## src/rtl/sprite_fetch_pkg.sv

```systemverilog
// Shared definitions for the sprite ROM fetcher: FSM states and buffer geometry.
package sprite_fetch_pkg;

    localparam int BUF_DEPTH = 16;
    localparam int LEN_W     = 4;

    typedef enum logic [2:0] {
        IDLE,
        ISSUE,
        WAIT,
        DONE,
        DRAIN
    } fetch_state_t;

endpackage

```

## src/rtl/sprite_rom_fetcher_toggle_sync.sv

```systemverilog
// toggle_sync: STAGES-deep flip-flop chain for a toggle-handshake acknowledge.
// STAGES = 0 passes the input straight through (already in the local domain).
// No reset: the chain must keep tracking the far side across a local reset.
module toggle_sync #(
    parameter int STAGES = 2
) (
    input  logic clk_49m,
    input  logic d,
    output logic q
);

    generate
        if (STAGES == 0) begin : g_bypass
            assign q = d;
        end else begin : g_chain
            logic [STAGES-1:0] chain;

            // shift the acknowledge through the synchroniser stages
            always_ff @(posedge clk_49m) begin
                chain[0] <= d;
                for (int unsigned i = 1; i < STAGES; i++) begin
                    chain[i] <= chain[i-1];
                end
            end

            assign q = chain[STAGES-1];
        end
    endgenerate

endmodule

```

## src/rtl/sprite_rom_fetcher.sv

```systemverilog
// sprite_rom_fetcher: requester side of the SDRAM sprite-channel toggle handshake.
// Takes a burst command, issues one toggle request per 16-bit word, captures the
// returned words into a 16-entry buffer read by index with one cycle of latency.
// Optional macro SPRITE_FETCH_TIMEOUT_EN enables the WAIT/DRAIN watchdog and err.
module sprite_rom_fetcher
    import sprite_fetch_pkg::*;
#(
    parameter int ADDR_W         = 16,
    parameter int SYNC_STAGES    = 2,
    parameter int TIMEOUT_CYCLES = 1024
) (
    input  logic              clk_49m,
    input  logic              reset,
    input  logic              fetch_start,
    input  logic [ADDR_W-1:0] fetch_addr,
    input  logic [LEN_W-1:0]  fetch_len,
    output logic              busy,
    output logic              done,
    output logic              err,
    input  logic [3:0]        rd_idx,
    output logic [15:0]       rd_data,
    output logic              sp_req,
    input  logic              sp_ack,
    output logic [ADDR_W-1:0] sp_rom_addr,
    input  logic [15:0]       sp_rom_do
);

`ifdef SPRITE_FETCH_TIMEOUT_EN
    localparam bit TIMEOUT_EN = 1'b1;
`else
    localparam bit TIMEOUT_EN = 1'b0;
`endif
    localparam int CNT_W = $clog2(TIMEOUT_CYCLES + 1);
    localparam logic [CNT_W-1:0] CNT_LAST = CNT_W'(TIMEOUT_CYCLES - 1);

    fetch_state_t      state, state_next;
    logic              ack_s;
    logic              ack_match;
    logic              timeout_hit;
    logic [ADDR_W-1:0] cur_addr;
    logic [LEN_W-1:0]  last;
    logic [LEN_W-1:0]  idx;
    logic [CNT_W-1:0]  wcnt;
    logic [15:0]       buf_mem [BUF_DEPTH];

    toggle_sync #(.STAGES(SYNC_STAGES)) u_ack_sync (
        .clk_49m (clk_49m),
        .d       (sp_ack),
        .q       (ack_s)
    );

    assign ack_match   = (ack_s == sp_req);
    assign timeout_hit = TIMEOUT_EN && !ack_match && (wcnt == CNT_LAST)
                         && ((state == WAIT) || (state == DRAIN));

    // state register; reset with a request in flight parks in DRAIN
    always_ff @(posedge clk_49m) begin
        if (!reset) begin
            state <= ack_match ? IDLE : DRAIN;
        end else begin
            state <= state_next;
        end
    end

    // next-state and status outputs
    always_comb begin
        state_next = state;
        busy       = 1'b0;
        done       = 1'b0;
        case (state)
            IDLE: begin
                if (fetch_start) state_next = ISSUE;
            end
            ISSUE: begin
                busy       = 1'b1;
                state_next = WAIT;
            end
            WAIT: begin
                busy = 1'b1;
                if (ack_match) begin
                    state_next = (idx == last) ? DONE : ISSUE;
                end else if (timeout_hit) begin
                    state_next = DONE;
                end
            end
            DONE: begin
                done       = 1'b1;
                state_next = IDLE;
            end
            DRAIN: begin
                busy = 1'b1;
                if (ack_match || timeout_hit) state_next = IDLE;
            end
            default: state_next = IDLE;
        endcase
    end

    // command latch, address/index stepping and request address
    always_ff @(posedge clk_49m) begin
        if (!reset) begin
            sp_rom_addr <= '0;
        end else begin
            case (state)
                IDLE: begin
                    if (fetch_start) begin
                        cur_addr <= fetch_addr;
                        last     <= fetch_len;
                        idx      <= '0;
                    end
                end
                ISSUE: sp_rom_addr <= cur_addr;
                WAIT: begin
                    if (ack_match && (idx != last)) begin
                        idx      <= idx + 1'b1;
                        cur_addr <= cur_addr + 1'b1;
                    end
                end
                default: ;
            endcase
        end
    end

    // toggle request: deliberately not reset so handshake parity survives reset
    always_ff @(posedge clk_49m) begin
        if (reset) begin
            if (state == ISSUE) begin
                sp_req <= ~sp_req;
            end else if (timeout_hit) begin
                sp_req <= ack_s;
            end
        end
    end

    // watchdog counter, cleared on entry to WAIT and while in reset (DRAIN entry)
    always_ff @(posedge clk_49m) begin
        if (!reset || (state == ISSUE)) begin
            wcnt <= '0;
        end else if ((state == WAIT) || (state == DRAIN)) begin
            wcnt <= wcnt + 1'b1;
        end
    end

`ifdef SPRITE_FETCH_TIMEOUT_EN
    // sticky timeout flag, cleared by reset or an accepted command
    always_ff @(posedge clk_49m) begin
        if (!reset) begin
            err <= 1'b0;
        end else if ((state == IDLE) && fetch_start) begin
            err <= 1'b0;
        end else if (timeout_hit) begin
            err <= 1'b1;
        end
    end
`else
    assign err = 1'b0;
`endif

    // capture the returned word on the first matching compare
    always_ff @(posedge clk_49m) begin
        if (reset && (state == WAIT) && ack_match) begin
            buf_mem[idx] <= sp_rom_do;
        end
    end

    // registered buffer read port
    always_ff @(posedge clk_49m) begin
        if (!reset) begin
            rd_data <= '0;
        end else begin
            rd_data <= buf_mem[rd_idx];
        end
    end

endmodule

```

## config.mk

```make
export PLATFORM = sky130hd
export DESIGN_NAME = sprite_rom_fetcher
export DESIGN_NICKNAME = d
export VERILOG_FILES = /design/src/rtl/sprite_fetch_pkg.sv /design/src/rtl/sprite_rom_fetcher_toggle_sync.sv /design/src/rtl/sprite_rom_fetcher.sv
export SDC_FILE = /design/constraint.sdc
export NUM_CORES = 1
export LEC_CHECK = 0
export CAP_MARGIN = 20
export CORE_ASPECT_RATIO = 0.6
export CORE_MARGIN = 2
export CORE_UTILIZATION = 51
export DETAILED_ROUTE_END_ITERATION = 12
export GPL_TIMING_DRIVEN = 0
export PLACE_DENSITY = 0.76
export SLEW_MARGIN = 30
export SYNTH_ARGS = -nofsm -noshare
export SYNTH_HDL_FRONTEND = slang
export SYNTH_SLANG_ARGS = --single-unit
```

## constraint.sdc

```tcl
create_clock -name clk_49m -period 3.6 [get_ports clk_49m]
set_input_delay 1.08 -clock clk_49m [delete_from_list [all_inputs] [get_ports clk_49m]]
set_output_delay 1.08 -clock clk_49m [all_outputs]
set_load 0.02 [all_outputs]
```

==> summary.txt, run 1 <==
count of endpoints failing hold in the final timing report - 0
gr ovfl total - 0
number of synthesized register bits - 318
depth of the CTS H-tree - 1
PostCTS Resize Cnt - 0
number of clock sinks seen by CTS - 318
register-to-register setup slack - 1.01 ns
startpoint type of the worst setup path - register
startpoint of the worst-slack reg-to-reg timing path - sp_req
Clk Latency, worst-skew pair - 0.55 ns
PwrDens - 551 mW/mm²
residual DRC count - 0
net count of the finished layout - 944
leakage power total - 5.17 nW
TritonCTS buffer count - 28
count of pins on the block boundary - 80
post-detail-place hpwl - 19.8 mm
number of stages on the worst hold path - 0
height of the die - 126 µm
min cycle time layout - 3.24 ns
fraction of post-synthesis cell area in the top cell type by area - 67.8%
horizontal extent of the die - 207 µm
Longest Clk Path Bufs - 3
CORE AREA - 0.0242 mm²
setup tns final - 0 ns
Via density - 5.80
Post-CTS Setup Bufs - 0
via count of the first global-routing pass - 6704
max-cap viol count - 0
number of search-and-repair iterations in the first detailed-routing pass - 5
share of post-route cells with drive strength above 1 - 13.4%
VDD IR max - 0.000325 V
number of max-slew violations in the final report - 0
post-route fraction of the period consumed by the critical path - 90.1%
buffers added on ports - 77
path class of the lowest-slack min-delay path - register to register
maximum number of pins on one net before global-route repair - 21
fraction of synthesis flops using an asynchronous set or reset pin - 0%
Final Worst Setup Slack - 0.355 ns
leading cell type by number of instances after synthesis - edfxtp_1
GRT Resource Usage Total - 22.1%
wirelength, routed - 28.2 mm
pre-CTS WS - 0.219 ns
# rows - 44
required time worst endpoint - 2.52 ns
critical path class - register to primary output
Placer Congestion - 0.854
hold bufs inserted after CTS - 0
area of the mapped netlist - 0.0126 mm²
initial detailed-routing violation count - 829
biggest area consumer among synthesized cells - edfxtp_1
RSZ-0062 raised after global routing - false
post-synthesis instance total - 773
Cell Count Post-Placement - 1187
arrival time at the worst endpoint - 2.16 ns
area of the die - 0.0260 mm²
antenna violations before repair - 0
wire length per cell - 22.8 µm
effective utilization at floorplan - 52.0%
hold path startpoint - u_ack_sync.g_chain.chain[0]
endpoint of the worst hold-timing path - u_ack_sync.g_chain.chain[1]
number of distinct standard cells referenced by the synthesized netlist - 43
Avg Inst Size Synth - 16.3 µm²
worst reg2reg endpoint - buf_mem[13][14]
total number of vias - 7183
Clock Skews - 0.00834 ns
clock root buffer master - clkbuf_16
CTS tree - done
end-of-flow core utilization - 61.6%
count of warnings emitted by yosys - 0
biggest area contributors in the synthesized netlist - edfxtp_1, mux2i_1, dfxtp_1, a22oi_1, nand2_1
Worst-path clk slew - 0.06 ns
Synth top cells by count - edfxtp_1, mux2i_1, nand2_1
antenna cell count - 0
highest net fanout along the worst path - 7
net count of the mapped netlist - 822
sequential element share of the synthesized area - 73.2%
Worst Reg-to-Reg Cells - 5
Post-Layout Cell Count - 1239
EDFF count, synth - 284
run status - finished, final reports clean
Primary FF master, synth - edfxtp_1
Slew HR - 50.9%
kind of end point of the critical path - primary output
relative area change from synthesis to final layout - 18.6%
antenna violation net count after detailed routing - 0
first-pass GRT wire length - 41.6 mm
count of endpoints failing setup in the final report - 0
FMAX - 308 MHz
slew at the pin with the worst max-slew slack - 0.735 ns
through the flow:
stage	hold WS (ns)	total power [mW]	cell area, µm²
6_report	0.343	8.23	14900
5_1_grt	0.355	8.49	14900
4_1_cts	0.344	8.25	14900
3_5_place_dp	0.312	5.23	14000
3_3_place_gp	0.318	5.20	13800
2_1_floorplan	0.310	4.82	12600
kinds of logic after synthesis:
group	count (synthesis)	share of synthesized area [%]
adder cells (fa/ha/maj)	5	0.497
AO/OA/AOI/OAI	107	5.89
multiplexers	114	10.9
buffers and inverters	49	2.31
AND/OR/NAND/NOR	157	5.70
flip-flops	318	73.2
XOR/XNOR	22	1.53
other	1	0.0298
registers in the layout, indices dropped and copies added (netlist names):
name and flops:
state 3, sp_rom_addr 16, sp_req 1, last 4, idx 4, cur_addr 16, u_ack_sync.g_chain.chain 2, rd_data 16
buf_mem 256
final cells by class:
cell class / count / area, µm²
plain buffers: 42 / 264
clock buffers: 40 / 807
clock inverters: 12 / 140
fillers: 1757 / 9300
inverters: 7 / 26.3
multi-input cells: 406 / 3160
flip-flops and latches: 318 / 9210
well taps: 322 / 403
repair buffers: 92 / 913
layer usage:
layer  share of wire [%]  up-vias  global-route usage [%]
met3                 9.8       39                    5.28
li1                    -     3215                       -
met1                  48     3617                    36.9
met5                   0        -                       0
met4                 1.6        0                    4.17
met2                  41      312                    29.5
where the power goes:
| part | internal [mW] | switching [mW] | leakage [nW] | total [mW] |
|---|---|---|---|---|
| clock | 1.78 | 1.29 | 0.466 | 3.07 |
| sequential | 4.15 | 0.0833 | 2.85 | 4.24 |
| combinational | 0.362 | 0.565 | 1.86 | 0.927 |
| total | 6.29 | 1.94 | 5.17 | 8.23 |
how the worst max path moves through the flow:
stage | startpoint | endpoint | slack [ns] | depth (start not counted)
3_5_place_dp | reset | buf_mem[8][12] | 0.22 | 5
6_report | state[0] | busy | 0.36 | 3
3_3_place_gp | reset | buf_mem[3][0] | -1.13 | 4
4_1_cts | state[0] | busy | 0.35 | 3
5_1_grt | state[0] | busy | 0.29 | 3
2_1_floorplan | reset | buf_mem[0][0] | 0.63 | 3
worst max-delay path, stage by stage, from the launching register on:
cell	delay [ns]
edfxtp_1	0.44
inv_1	0.26
mux2_2	0.37
clkdlybuf4s50_1	0.55
cell usage in the layout (no fill, tap or decap), types with 4 or more instances in the layout:
master | synthesis | layout
nand2b_1 | 4 | 4
a22oi_1 | 48 | 48
a21boi_0 | 13 | 13
xnor2_1 | 11 | 11
nor2b_1 | 4 | 4
nor2_1 | 29 | 17
buf_2 | 15 | 15
nand3_1 | 8 | 8
nand4_1 | 4 | 4
o21ai_0 | 11 | 11
nand2_1 | 85 | 85
inv_1 | 7 | 7
nor2_4 | 0 | 5
buf_6 | 9 | 15
o211ai_1 | 7 | 7
o22ai_1 | 8 | 8
edfxtp_1 | 284 | 284
nor3_2 | 0 | 4
clkbuf_1 | 11 | 18
nor4_1 | 6 | 6
clkbuf_16 | 0 | 29
nor2_2 | 0 | 7
o21ai_1 | 10 | 10
clkdlybuf4s50_1 | 0 | 77
mux4_2 | 9 | 9
buf_4 | 5 | 13
mux2i_1 | 96 | 96
mux4_1 | 7 | 7
clkbuf_8 | 0 | 4
ha_1 | 5 | 5
dfxtp_1 | 34 | 34
clkinv_2 | 0 | 6
xor2_1 | 11 | 11
Note: power is estimated with default switching activity, not from simulation.
==> inputs of run 2 (changes only) <==
Settings changed: CTS_CLUSTER_SIZE from default to 14.
==> summary.txt, run 2 (synthesized netlist as in run 1, its figures left out) <==
run status - finished, final reports clean (unchanged)
area of the die - 0.0260 mm² (unchanged)
post-route fraction of the period consumed by the critical path - 90.3% (was 90.1%)
effective utilization at floorplan - 52.0% (unchanged)
startpoint of the worst-slack reg-to-reg timing path - sp_req (unchanged)
max reg flops - 256 (unchanged)
clock root buffer master - clkbuf_16 (unchanged)
horizontal extent of the die - 207 µm (unchanged)
leakage power total - 5.13 nW (was 5.17 nW)
wirelength, routed - 28.1 mm (was 28.2 mm)
register-to-register setup slack - 1.04 ns (was 1.01 ns)
hold bufs inserted after CTS - 0 (unchanged)
start point of the critical path - state[0] (unchanged)
number of stages on the worst hold path - 0 (unchanged)
FMAX - 308 MHz (about the same)
net count of the finished layout - 944 (unchanged)
max-cap viol count - 0 (unchanged)
Post-Layout Cell Count - 1240 (was 1239)
antenna violation net count after detailed routing - 0 (unchanged)
Cell Count Post-Placement - 1187 (unchanged)
Placer Congestion - 0.854 (unchanged)
min cycle time layout - 3.25 ns (was 3.24 ns)
count of endpoints failing hold in the final timing report - 0 (unchanged)
worst reg2reg endpoint - buf_mem[8][13] (was buf_mem[13][14])
# rows - 44 (unchanged)
pre-CTS WS - 0.219 ns (unchanged)
PwrDens - 540 mW/mm² (was 551 mW/mm²)
number of clock sinks seen by CTS - 318 (unchanged)
arrival time at the worst endpoint - 2.17 ns (was 2.16 ns)
area of placed instances - 0.0140 mm² (unchanged)
RSZ-0062 raised after global routing - false (unchanged)
count of endpoints failing setup in the final report - 0 (unchanged)
critical path class - register to primary output (unchanged)
initial detailed-routing violation count - 713 (was 829)
CORE AREA - 0.0242 mm² (unchanged)
TritonCTS buffer count - 28 (unchanged)
buffers added on ports - 77 (unchanged)
share of post-route cells with drive strength above 1 - 12.6% (was 13.4%)
Longest Clk Path Bufs - 3 (unchanged)
Worst Reg-to-Reg Cells - 5 (unchanged)
gr ovfl total - 0 (unchanged)
Critical Path End - busy (unchanged)
count of pins on the block boundary - 80 (unchanged)
VDD IR max - 0.000317 V (was 0.000325 V)
residual DRC count - 0 (unchanged)
Slew HR - 50.6% (was 50.9%)
GRT Resource Usage Total - 22.1% (about the same)
via count of the first global-routing pass - 6750 (was 6704)
Final Worst Setup Slack - 0.349 ns (was 0.355 ns)
path class of the lowest-slack min-delay path - register to register (unchanged)
kind of end point of the critical path - primary output (unchanged)
Filler Cell Count - 1773 (was 1757)
Non-Filler Cell Area, Final - 0.0149 mm² (about the same)
largest reg by FF count - buf_mem (unchanged)
total number of vias - 7172 (was 7183)
antenna violations before repair - 0 (unchanged)
Worst-path clk slew - 0.06 ns (about the same)
depth of the CTS H-tree - 1 (unchanged)
overall power consumption - 8.02 mW (was 8.23 mW)
Worst Hold Slack - 0.343 ns (about the same)
wire length per cell - 22.7 µm (was 22.8 µm)
number of max-slew violations in the final report - 0 (unchanged)
Via density - 5.78 (was 5.80)
Clk Latency, worst-skew pair - 0.56 ns (was 0.55 ns)
Post-CTS Setup Bufs - 0 (unchanged)
Clock Skews - 0.0152 ns (was 0.00834 ns)
CTS tree - done (unchanged)
highest net fanout along the worst path - 7 (unchanged)
relative area change from synthesis to final layout - 18.0% (was 18.6%)
post-detail-place hpwl - 19.8 mm (unchanged)
startpoint type of the worst setup path - register (unchanged)
most common library cell in the layout ignoring fill and taps - edfxtp_1 (unchanged)
slew at the pin with the worst max-slew slack - 0.739 ns (was 0.735 ns)
multi-input logic area - 0.00316 mm² (unchanged)
PostCTS Resize Cnt - 0 (unchanged)
height of the die - 126 µm (unchanged)
maximum number of pins on one net before global-route repair - 21 (unchanged)
first-pass GRT wire length - 41.6 mm (about the same)
commonest cells after routing, fill and taps aside - edfxtp_1, mux2i_1, nand2_1 (unchanged)
number of search-and-repair iterations in the first detailed-routing pass - 6 (was 5)
FF/Latch Area - 0.00921 mm² (unchanged)
required time worst endpoint - 2.52 ns (about the same)
[run 2: cell count changes in the layout (fill, tap and decap cells not counted)]
cell       change
clkbuf_1       +7
bufinv_16      -3
clkinv_2       -3
clkbuf_16      +1
clkbuf_8       -1
clkinv_4       -1
diode_2        +1
[run 2: cell type report]
class | count | share of cell area [%]
antenna | 1 | 0.0168
buffer | 42 | 1.78
clock buffer | 47 | 5.69
clock inverter | 5 | 0.177
inverter | 7 | 0.177
multi-input combinational | 406 | 21.3
sequential | 318 | 62.0
tap | 322 | 2.71
timing repair buffer | 92 | 6.15
[run 2: worst max-delay path, stage by stage (launching register included)]
cell             delay (ns)
edfxtp_1               0.45
inv_1                  0.26
mux2_2                 0.37
clkdlybuf4s50_1        0.55
[run 2: metrics by stage]
step	util, %	TNS (ns)
finish	61.3	0
global route	61.3	0
CTS	61.3	0
detailed placement	57.7	0
global placement	56.8	-117.61
floorplan	-	0
[run 2: routing by layer]
| layer | GRT usage (%) | up-vias | part of all wire [%] |
|---|---|---|---|
| met1 | 36.6 | 3569 | 47 |
| met2 | 29.4 | 341 | 41 |
| met5 | 0 | - | 0 |
| met4 | 4.71 | 0 | 1.8 |
| met3 | 5.54 | 43 | 11 |
| li1 | - | 3219 | - |
[run 2: worst min path at each step]
stage | startpoint | slack, ns | to
2_1_floorplan | u_ack_sync.g_chain.chain[0] | 0.31 | u_ack_sync.g_chain.chain[1]
3_3_place_gp | u_ack_sync.g_chain.chain[0] | 0.32 | u_ack_sync.g_chain.chain[1]
3_5_place_dp | u_ack_sync.g_chain.chain[0] | 0.31 | u_ack_sync.g_chain.chain[1]
4_1_cts | u_ack_sync.g_chain.chain[0] | 0.34 | u_ack_sync.g_chain.chain[1]
5_1_grt | u_ack_sync.g_chain.chain[0] | 0.35 | u_ack_sync.g_chain.chain[1]
6_report | u_ack_sync.g_chain.chain[0] | 0.34 | u_ack_sync.g_chain.chain[1]
[run 2: where the power goes]
group	switching, mW	internal (mW)	total (mW)	leakage, nW
sequential	0.0832	4.15	4.24	2.85
clock	1.26	1.59	2.86	0.421
combinational	0.564	0.362	0.926	1.86
total	1.91	6.11	8.02	5.13
